File: config.mk
export PLATFORM = sky130hd
export DESIGN_NAME = hydra_port_rx
export DESIGN_NICKNAME = d
export VERILOG_FILES = /design/src/rtl/hydra_pkg.sv /design/src/rtl/hydra_rx_watchdog.sv /design/src/rtl/hydra_port_rx.sv
export SDC_FILE = /design/constraint.sdc
export NUM_CORES = 1
export LEC_CHECK = 0
export ABC_CLOCK_PERIOD_IN_PS = 4500
export BUFFER_PORTS_ARGS = -buffer_cell sky130_fd_sc_hd__buf_4
export CORE_UTILIZATION = 30
export DETAILED_ROUTE_END_ITERATION = 16
export PLACE_DENSITY_LB_ADDON = 0.1
export REMOVE_ABC_BUFFERS = 1
export SYNTH_ARGS = -nofsm -noshare
export SYNTH_HDL_FRONTEND = slang
export SYNTH_HIERARCHICAL = 1
export SYNTH_SLANG_ARGS = --single-unit
File: constraint.sdc
create_clock -name clk -period 4.5 [get_ports clk]
set_input_delay 0.45 -clock clk [delete_from_list [all_inputs] [get_ports clk]]
set_output_delay 0.45 -clock clk [all_outputs]
set_load 0.005 [all_outputs]
File: src/rtl/hydra_pkg.sv
// Shared types and widths for the hydra egress receiver.
package hydra_pkg;

   localparam int unsigned PORT_NUM = 16;
   localparam int unsigned LEN_W    = 9;
   localparam int unsigned PRIO_W   = 3;
   localparam int unsigned DEST_W   = $clog2(PORT_NUM);
   localparam int unsigned CNT_W    = LEN_W + 1;
   localparam int unsigned DATA_W   = LEN_W + PRIO_W + DEST_W;

   // Header word: [15:7] length, [6:4] priority, [3:0] destination
   typedef struct packed {
      logic [LEN_W-1:0]  len;
      logic [PRIO_W-1:0] prio;
      logic [DEST_W-1:0] dest;
   } hdr_t;

   typedef enum logic [2:0] {
      ST_IDLE,
      ST_REQ,
      ST_WAIT_SOP,
      ST_HDR,
      ST_DATA,
      ST_DONE
   } state_t;

endpackage

File: src/rtl/hydra_rx_watchdog.sv
// Loadable down-counter watchdog; expired_o is registered and holds until the next clear.
module hydra_rx_watchdog #(
   parameter int unsigned W = 16
) (
   input  logic         clk,
   input  logic         rst,
   input  logic         clr_i,
   input  logic         start_i,
   input  logic [W-1:0] load_i,
   output logic         expired_o
);

   logic [W-1:0] cnt_q;
   logic         expired_q;

   always_ff @(posedge clk) begin
      if (rst) begin
         cnt_q     <= '0;
         expired_q <= 1'b0;
      end else if (clr_i) begin
         cnt_q     <= load_i;
         expired_q <= (load_i == '0);
      end else if (start_i && !expired_q) begin
         cnt_q     <= cnt_q - W'(1);
         expired_q <= (cnt_q == W'(1));
      end
   end

   assign expired_o = expired_q;

endmodule

File: src/rtl/hydra_port_rx.sv
// Egress packet receiver for one hydra output port: requests, parses and checks packets.
// Optional payload pattern checker is built when HYDRA_RX_PATTERN_CHK_EN is defined.
module hydra_port_rx
   import hydra_pkg::*;
#(
   parameter int unsigned PORT_ID  = 0,
   parameter int unsigned TIMEOUT  = 1024,
   parameter bit          AUTO_REQ = 1'b1
) (
   input  logic              clk,
   input  logic              rst,
   input  logic              enable,
   input  logic              req_go,
   output logic              ready,
   input  logic              rd_sop,
   input  logic              rd_vld,
   input  logic [DATA_W-1:0] rd_data,
   input  logic              rd_eop,
   output logic              pkt_done,
   output logic [LEN_W-1:0]  pkt_len,
   output logic [PRIO_W-1:0] pkt_prio,
   output logic [DEST_W-1:0] pkt_dest,
   output logic              err_len,
   output logic              err_dest,
   output logic              err_proto,
   output logic              err_timeout,
   output logic [15:0]       pkt_cnt,
   output logic [31:0]       word_cnt,
   output logic [15:0]       err_cnt
`ifdef HYDRA_RX_PATTERN_CHK_EN
   ,
   output logic              err_data,
   output logic [CNT_W-1:0]  first_bad_idx
`endif
);

   localparam int unsigned WD_W = 16;
   // Loaded on leaving REQ so expiry lands exactly TIMEOUT cycles after ready rises
   localparam logic [WD_W-1:0] WD_LOAD = WD_W'((TIMEOUT > 2) ? (TIMEOUT - 2) : 0);

   state_t           state_q;
   logic [CNT_W-1:0] cnt_q;
   logic [CNT_W-1:0] cnt_d;
   hdr_t             hdr_w;
   logic             close_c;
   logic             len_bad_c;
   logic             dest_bad_c;
   logic             data_bad_c;
   logic             wd_clr;
   logic             wd_start;
   logic             wd_expired;

   assign wd_clr   = (state_q == ST_REQ);
   assign wd_start = (state_q == ST_WAIT_SOP);

   hydra_rx_watchdog #(.W(WD_W)) u_wd (
      .clk       (clk),
      .rst       (rst),
      .clr_i     (wd_clr),
      .start_i   (wd_start),
      .load_i    (WD_LOAD),
      .expired_o (wd_expired)
   );

   // Packet close detection and per-packet error evaluation (word on eop counts first)
   always_comb begin
      hdr_w      = hdr_t'(rd_data);
      cnt_d      = cnt_q;
      close_c    = 1'b0;
      len_bad_c  = 1'b0;
      dest_bad_c = 1'b0;
      if (rd_vld && (cnt_q != '1)) cnt_d = cnt_q + CNT_W'(1);
      if (!rd_sop && rd_eop) begin
         if (state_q == ST_HDR) begin
            close_c    = 1'b1;
            len_bad_c  = rd_vld ? (hdr_w.len != '0) : 1'b1;
            dest_bad_c = rd_vld && (hdr_w.dest != DEST_W'(PORT_ID));
         end else if (state_q == ST_DATA) begin
            close_c    = 1'b1;
            len_bad_c  = (cnt_d != CNT_W'(pkt_len));
            dest_bad_c = (pkt_dest != DEST_W'(PORT_ID));
         end
      end
   end

`ifdef HYDRA_RX_PATTERN_CHK_EN
   logic             word_bad_c;
   logic [CNT_W-1:0] first_bad_c;
   logic             bad_seen_q;
   logic [CNT_W-1:0] bad_idx_q;

   // Payload word i must carry i
   always_comb begin
      word_bad_c  = (state_q == ST_DATA) && rd_vld && (rd_data != DATA_W'(cnt_q));
      data_bad_c  = 1'b0;
      first_bad_c = '0;
      if (state_q == ST_DATA) begin
         data_bad_c  = bad_seen_q || word_bad_c;
         first_bad_c = bad_seen_q ? bad_idx_q : (word_bad_c ? cnt_q : '0);
      end
   end

   always_ff @(posedge clk) begin
      if (rst) begin
         bad_seen_q    <= 1'b0;
         bad_idx_q     <= '0;
         err_data      <= 1'b0;
         first_bad_idx <= '0;
      end else begin
         err_data <= close_c && data_bad_c;
         if (close_c) first_bad_idx <= first_bad_c;
         if ((state_q == ST_HDR) && rd_vld && !rd_sop) begin
            bad_seen_q <= 1'b0;
         end else if (word_bad_c && !rd_sop && !bad_seen_q) begin
            bad_seen_q <= 1'b1;
            bad_idx_q  <= cnt_q;
         end
      end
   end
`else
   assign data_bad_c = 1'b0;
`endif

   always_ff @(posedge clk) begin
      if (rst) begin
         state_q     <= ST_IDLE;
         cnt_q       <= '0;
         ready       <= 1'b0;
         pkt_done    <= 1'b0;
         pkt_len     <= '0;
         pkt_prio    <= '0;
         pkt_dest    <= '0;
         err_len     <= 1'b0;
         err_dest    <= 1'b0;
         err_proto   <= 1'b0;
         err_timeout <= 1'b0;
         pkt_cnt     <= '0;
         word_cnt    <= '0;
         err_cnt     <= '0;
      end else begin
         ready    <= 1'b0;
         pkt_done <= 1'b0;
         err_len  <= 1'b0;
         err_dest <= 1'b0;
         case (state_q)
            ST_IDLE: begin
               if (rd_vld) err_proto <= 1'b1;
               if (enable && (AUTO_REQ || req_go)) begin
                  state_q <= ST_REQ;
                  ready   <= 1'b1;
               end
            end
            ST_REQ: begin
               if (rd_vld) err_proto <= 1'b1;
               state_q <= ST_WAIT_SOP;
            end
            ST_WAIT_SOP: begin
               if (rd_vld) err_proto <= 1'b1;
               if (rd_sop) begin
                  state_q <= ST_HDR;
               end else if (wd_expired) begin
                  err_timeout <= 1'b1;
                  state_q     <= ST_IDLE;
               end
            end
            ST_HDR: begin
               if (rd_sop) begin
                  err_proto <= 1'b1;
               end else if (rd_vld) begin
                  pkt_len  <= hdr_w.len;
                  pkt_prio <= hdr_w.prio;
                  pkt_dest <= hdr_w.dest;
                  cnt_q    <= '0;
                  state_q  <= rd_eop ? ST_DONE : ST_DATA;
               end else if (rd_eop) begin
                  state_q <= ST_DONE;
               end
            end
            ST_DATA: begin
               if (rd_sop) begin
                  err_proto <= 1'b1;
                  state_q   <= ST_HDR;
               end else begin
                  if (rd_vld) begin
                     cnt_q    <= cnt_d;
                     word_cnt <= word_cnt + 32'd1;
                  end
                  if (rd_eop) state_q <= ST_DONE;
               end
            end
            ST_DONE: state_q <= ST_IDLE;
            default: state_q <= ST_IDLE;
         endcase
         // Results and counters publish on the edge that samples eop
         if (close_c) begin
            pkt_done <= 1'b1;
            err_len  <= len_bad_c;
            err_dest <= dest_bad_c;
            pkt_cnt  <= pkt_cnt + 16'd1;
            if ((len_bad_c || dest_bad_c || data_bad_c) && (err_cnt != 16'hFFFF))
               err_cnt <= err_cnt + 16'd1;
         end
      end
   end

endmodule

==> metrics <==
setup TNS 0 ns; P_leak about 3.0 nW; cell family with most CP delay compound AO/OA/AOI/OAI gates; Post-Route WL 16260 um; status completed; CTS tree done; final worst setup slack 1.050 ns; # clock sinks 116; Seq cells post-synth 116; worst-path cell chain ha_1 > nand4_2 > o31ai_1 > mux2i_1 > a2111o_1 > nor4_4 > o21ai_2 > nand2_4 > or4_1 > a21oi_1; 1st-pass router iterations 5; Port Buffers ~110; worst hold-check path type input port to flop; largest net degree at the start of global routing between 90 and 100; Worst setup SP type flop; worst-path fanout max 18; Seq pwr share 38.4%; sw frac a little over a quarter; Top FF cell, synth dfxtp_1; final hold viol count 0; final worst-path cycle share ~77%; total CTS buffers 17; Post-Syn Area 5976 um2; Area Growth Syn to Fin 28.77%; Fillers between 2000 and 2500; gr usage total about 17%; GPL Wtd Cong ~0.86; Post-Place Cell Area slightly above 7000 um2; initial antenna violation count 0; # Post-CTS Setup Buffers 0; power share of the clock group 47.8%; Cell Rows 51; Max transition margin a little over a quarter; antenna cells 0; Initial Util a little under a third; die width approximately 140 um; IO Pins roughly 110; CP peak stage delay ~0.55 ns; die area about 20000 um2; reg2reg start cnt_q[0]; hold_buf cts 0; post-synthesis cell type count just over 60; RSZ-0062 raised after global routing false; share of cells above drive strength 1 between 10% and 20%; clock root buffer clkbuf_16; vias in the first global route ~5200; Internal 2.232 mW; slew at the pin closest to its max-slew limit about 1.1 ns; first-pass GRT wire length 26400 um; Required @ worst endpoint 4.83 ns; Max Slew Vio Count 0; WP buf/inv 0; pre-CTS setup slack 1.099 ns; Overflow after GRT 0; Die Ht 143.1 um; htree depth 4; Avg Cell Area, Syn ~8.0 um2; # Max-Cap Violations 0; Crit. Startpoint cnt_q[0]; Synthesis Warnings 6; fin nets slightly below 900; Routed WL per cell 14.25 um; Hold Startpoint rd_data[5]; Max Clock Freq ~0.29 GHz; final core utilization approximately two fifths; Tmin final around 3.4 ns; Design Area, Final ~7700 um2; clk_lat worst skew a little over 0.4 ns; Gate power share 13.8%; final setup violation count 0; Mapped Cells around 740; crit path max-delay cell type or4_1; peak supply drop ~0.25 mV; Worst Setup End Kind flop; Initial DRC Count about 300; clk buf depth 2; DR vias/cell 4.893; Detailed Place HPWL 11380 um; CP Class flop to flop; Core Region around 19000 um2; Post-synth EDFFs 0; Vias 5583; residual DRC count 0; critical path data arrival time ~3.8 ns; sequential element share of the synthesized area ~39%; Power Dens Cells roughly 400 nW/um2; NetSw around 0.8 mW; Clock transition at path regs 0.06 ns; Max Clock Skew around 0.008 ns; post-route ant nets 0; Async SR Flop Fraction 0%; post-CTS resize count 0
==> cell usage in the layout (no fill, tap or decap), types with 5 or more instances in the layout <==
cell / count
o21a_1: 12
nand4_1: 20
xnor2_1: 30
clkbuf_16: 17
nor4_1: 7
and4_1: 5
nand2_1: 85
buf_4: 110
or3_1: 11
nand3_1: 38
o31ai_1: 9
and2_1: 5
nor2b_1: 7
a31oi_1: 6
o21ai_0: 24
a211oi_1: 5
dfxtp_1: 116
nor3_1: 14
xor2_1: 33
or4_1: 10
conb_1: 31
and3_1: 19
nor2_1: 89
a21oi_1: 66
inv_1: 30
ha_1: 6
==> metal layers <==
metal  vias to the layer above  share of wire (%)  GRT usage (%)
met1                      2613                 49          22.00
li1                       2814                  -              -
met4                         0                1.0          6.112
met3                        16                4.8          3.924
met5                         -                  0              0
met2                       140                 45          25.88
==> sequential cells by signal, summed over array words and instances, names as in the netlist <==
name	count
pkt_cnt	16
err_proto	1
pkt_prio	3
err_len	1
ready	1
pkt_len	9
state_q	3
cnt_q	10
pkt_dest	4
err_timeout	1
u_wd/expired_o	1
err_cnt	16
err_dest	1
pkt_done	1
u_wd/cnt_q	16
word_cnt	32
==> worst register-to-register path, stage by stage (launching register included) <==
cell and delay (ns):
dfxtp_1 0.47, ha_1 0.48, nand4_2 0.23, o31ai_1 0.49, mux2i_1 0.25, a2111o_1 0.16, nor4_4 0.07, o21ai_2 0.33
nand2_4 0.21, or4_1 0.56, a21oi_1 0.15
==> worst paths after layout <==
path | endpoint | slack (ns) | depth (start not counted)
worst max-delay path | err_cnt[7] | 1.05 | 10
worst min-delay path | pkt_prio[1] | 0.29 | 3
worst max register to register | err_cnt[7] | 1.05 | 10
worst min register to register | pkt_prio[2] | 0.46 | 2
==> cells in the mapped netlist (3+ instances only) <==
cell type / instances / area, um2
dfxtp_1: 116 / 2322
nor2_1: 89 / 334.1
nand2_1: 85 / 319.1
a21oi_1: 66 / 330.3
nand3_1: 38 / 190.2
xor2_1: 33 / 289.0
clkbuf_1: 30 / 112.6
inv_1: 30 / 112.6
xnor2_1: 30 / 262.8
o21ai_0: 24 / 120.1
nand4_1: 20 / 125.1
and3_1: 19 / 118.9
nor3_1: 16 / 80.08
o21a_1: 12 / 90.09
or3_1: 11 / 68.82
or4_1: 10 / 75.07
o31ai_1: 9 / 67.56
nor2b_1: 7 / 43.79
nor4_1: 7 / 43.79
a31oi_1: 6 / 37.54
ha_1: 6 / 75.07
a211oi_1: 5 / 37.54
and2_1: 5 / 31.28
and4_1: 5 / 43.79
mux2i_1: 4 / 40.04
nand2b_1: 4 / 25.02
nor4_2: 4 / 50.05
a211o_1: 3 / 26.28
nand3b_1: 3 / 22.52
o21ai_1: 3 / 15.01
==> area by class of cell <==
class | instances | area (um2) | area share, %
well taps | 265 | 331.6 | 4.309
clock buffers | 19 | 452.9 | 5.886
repair buffers | 110 | 825.8 | 10.73
flip-flops and latches | 116 | 2322 | 30.18
multi-input cells | 588 | 3470 | 45.09
clock inverters | 13 | 180.2 | 2.341
inverters | 30 | 112.6 | 1.463
==> power by group through the flow <==
stage                     clock network [mW]  registers (mW)  logic [mW]
after floorplan                            0            1.17       0.307
after global placement                     0            1.19       0.415
after detailed placement                   0            1.19       0.423
after CTS                               1.49            1.17       0.425
after global routing                    1.55            1.18       0.476
final                                   1.46            1.17       0.419
==> cell families (layout without fill, tap and decap cells) <==
group                      count (synthesis)  in the layout  synth area share (%)
DFF                                      116            116                 38.86
xor gates and xnor gates                  63             63                 9.234
other                                      2             31                0.1257
AOI/OAI and AO/OA                        144            144                 14.80
buffers and inverters                     68            172                 5.067
adders and majority gates                  6              6                 1.256
and+or+nand+nor                          338            338                 29.48
muxes                                      6              6                 1.173
==> metrics by stage <==
step | std cells | hold slack (ns) | total power, mW
6_report | 1141 | 0.2892 | 3.046
2_1_floorplan | 734 | 0.4467 | 1.481
5_1_grt | 1141 | 0.2818 | 3.206
4_1_cts | 1141 | 0.2664 | 3.088
3_5_place_dp | 1109 | 0.4532 | 1.615
3_3_place_gp | 1109 | 0.4480 | 1.604
Note: power is estimated with default switching activity, not from simulation.
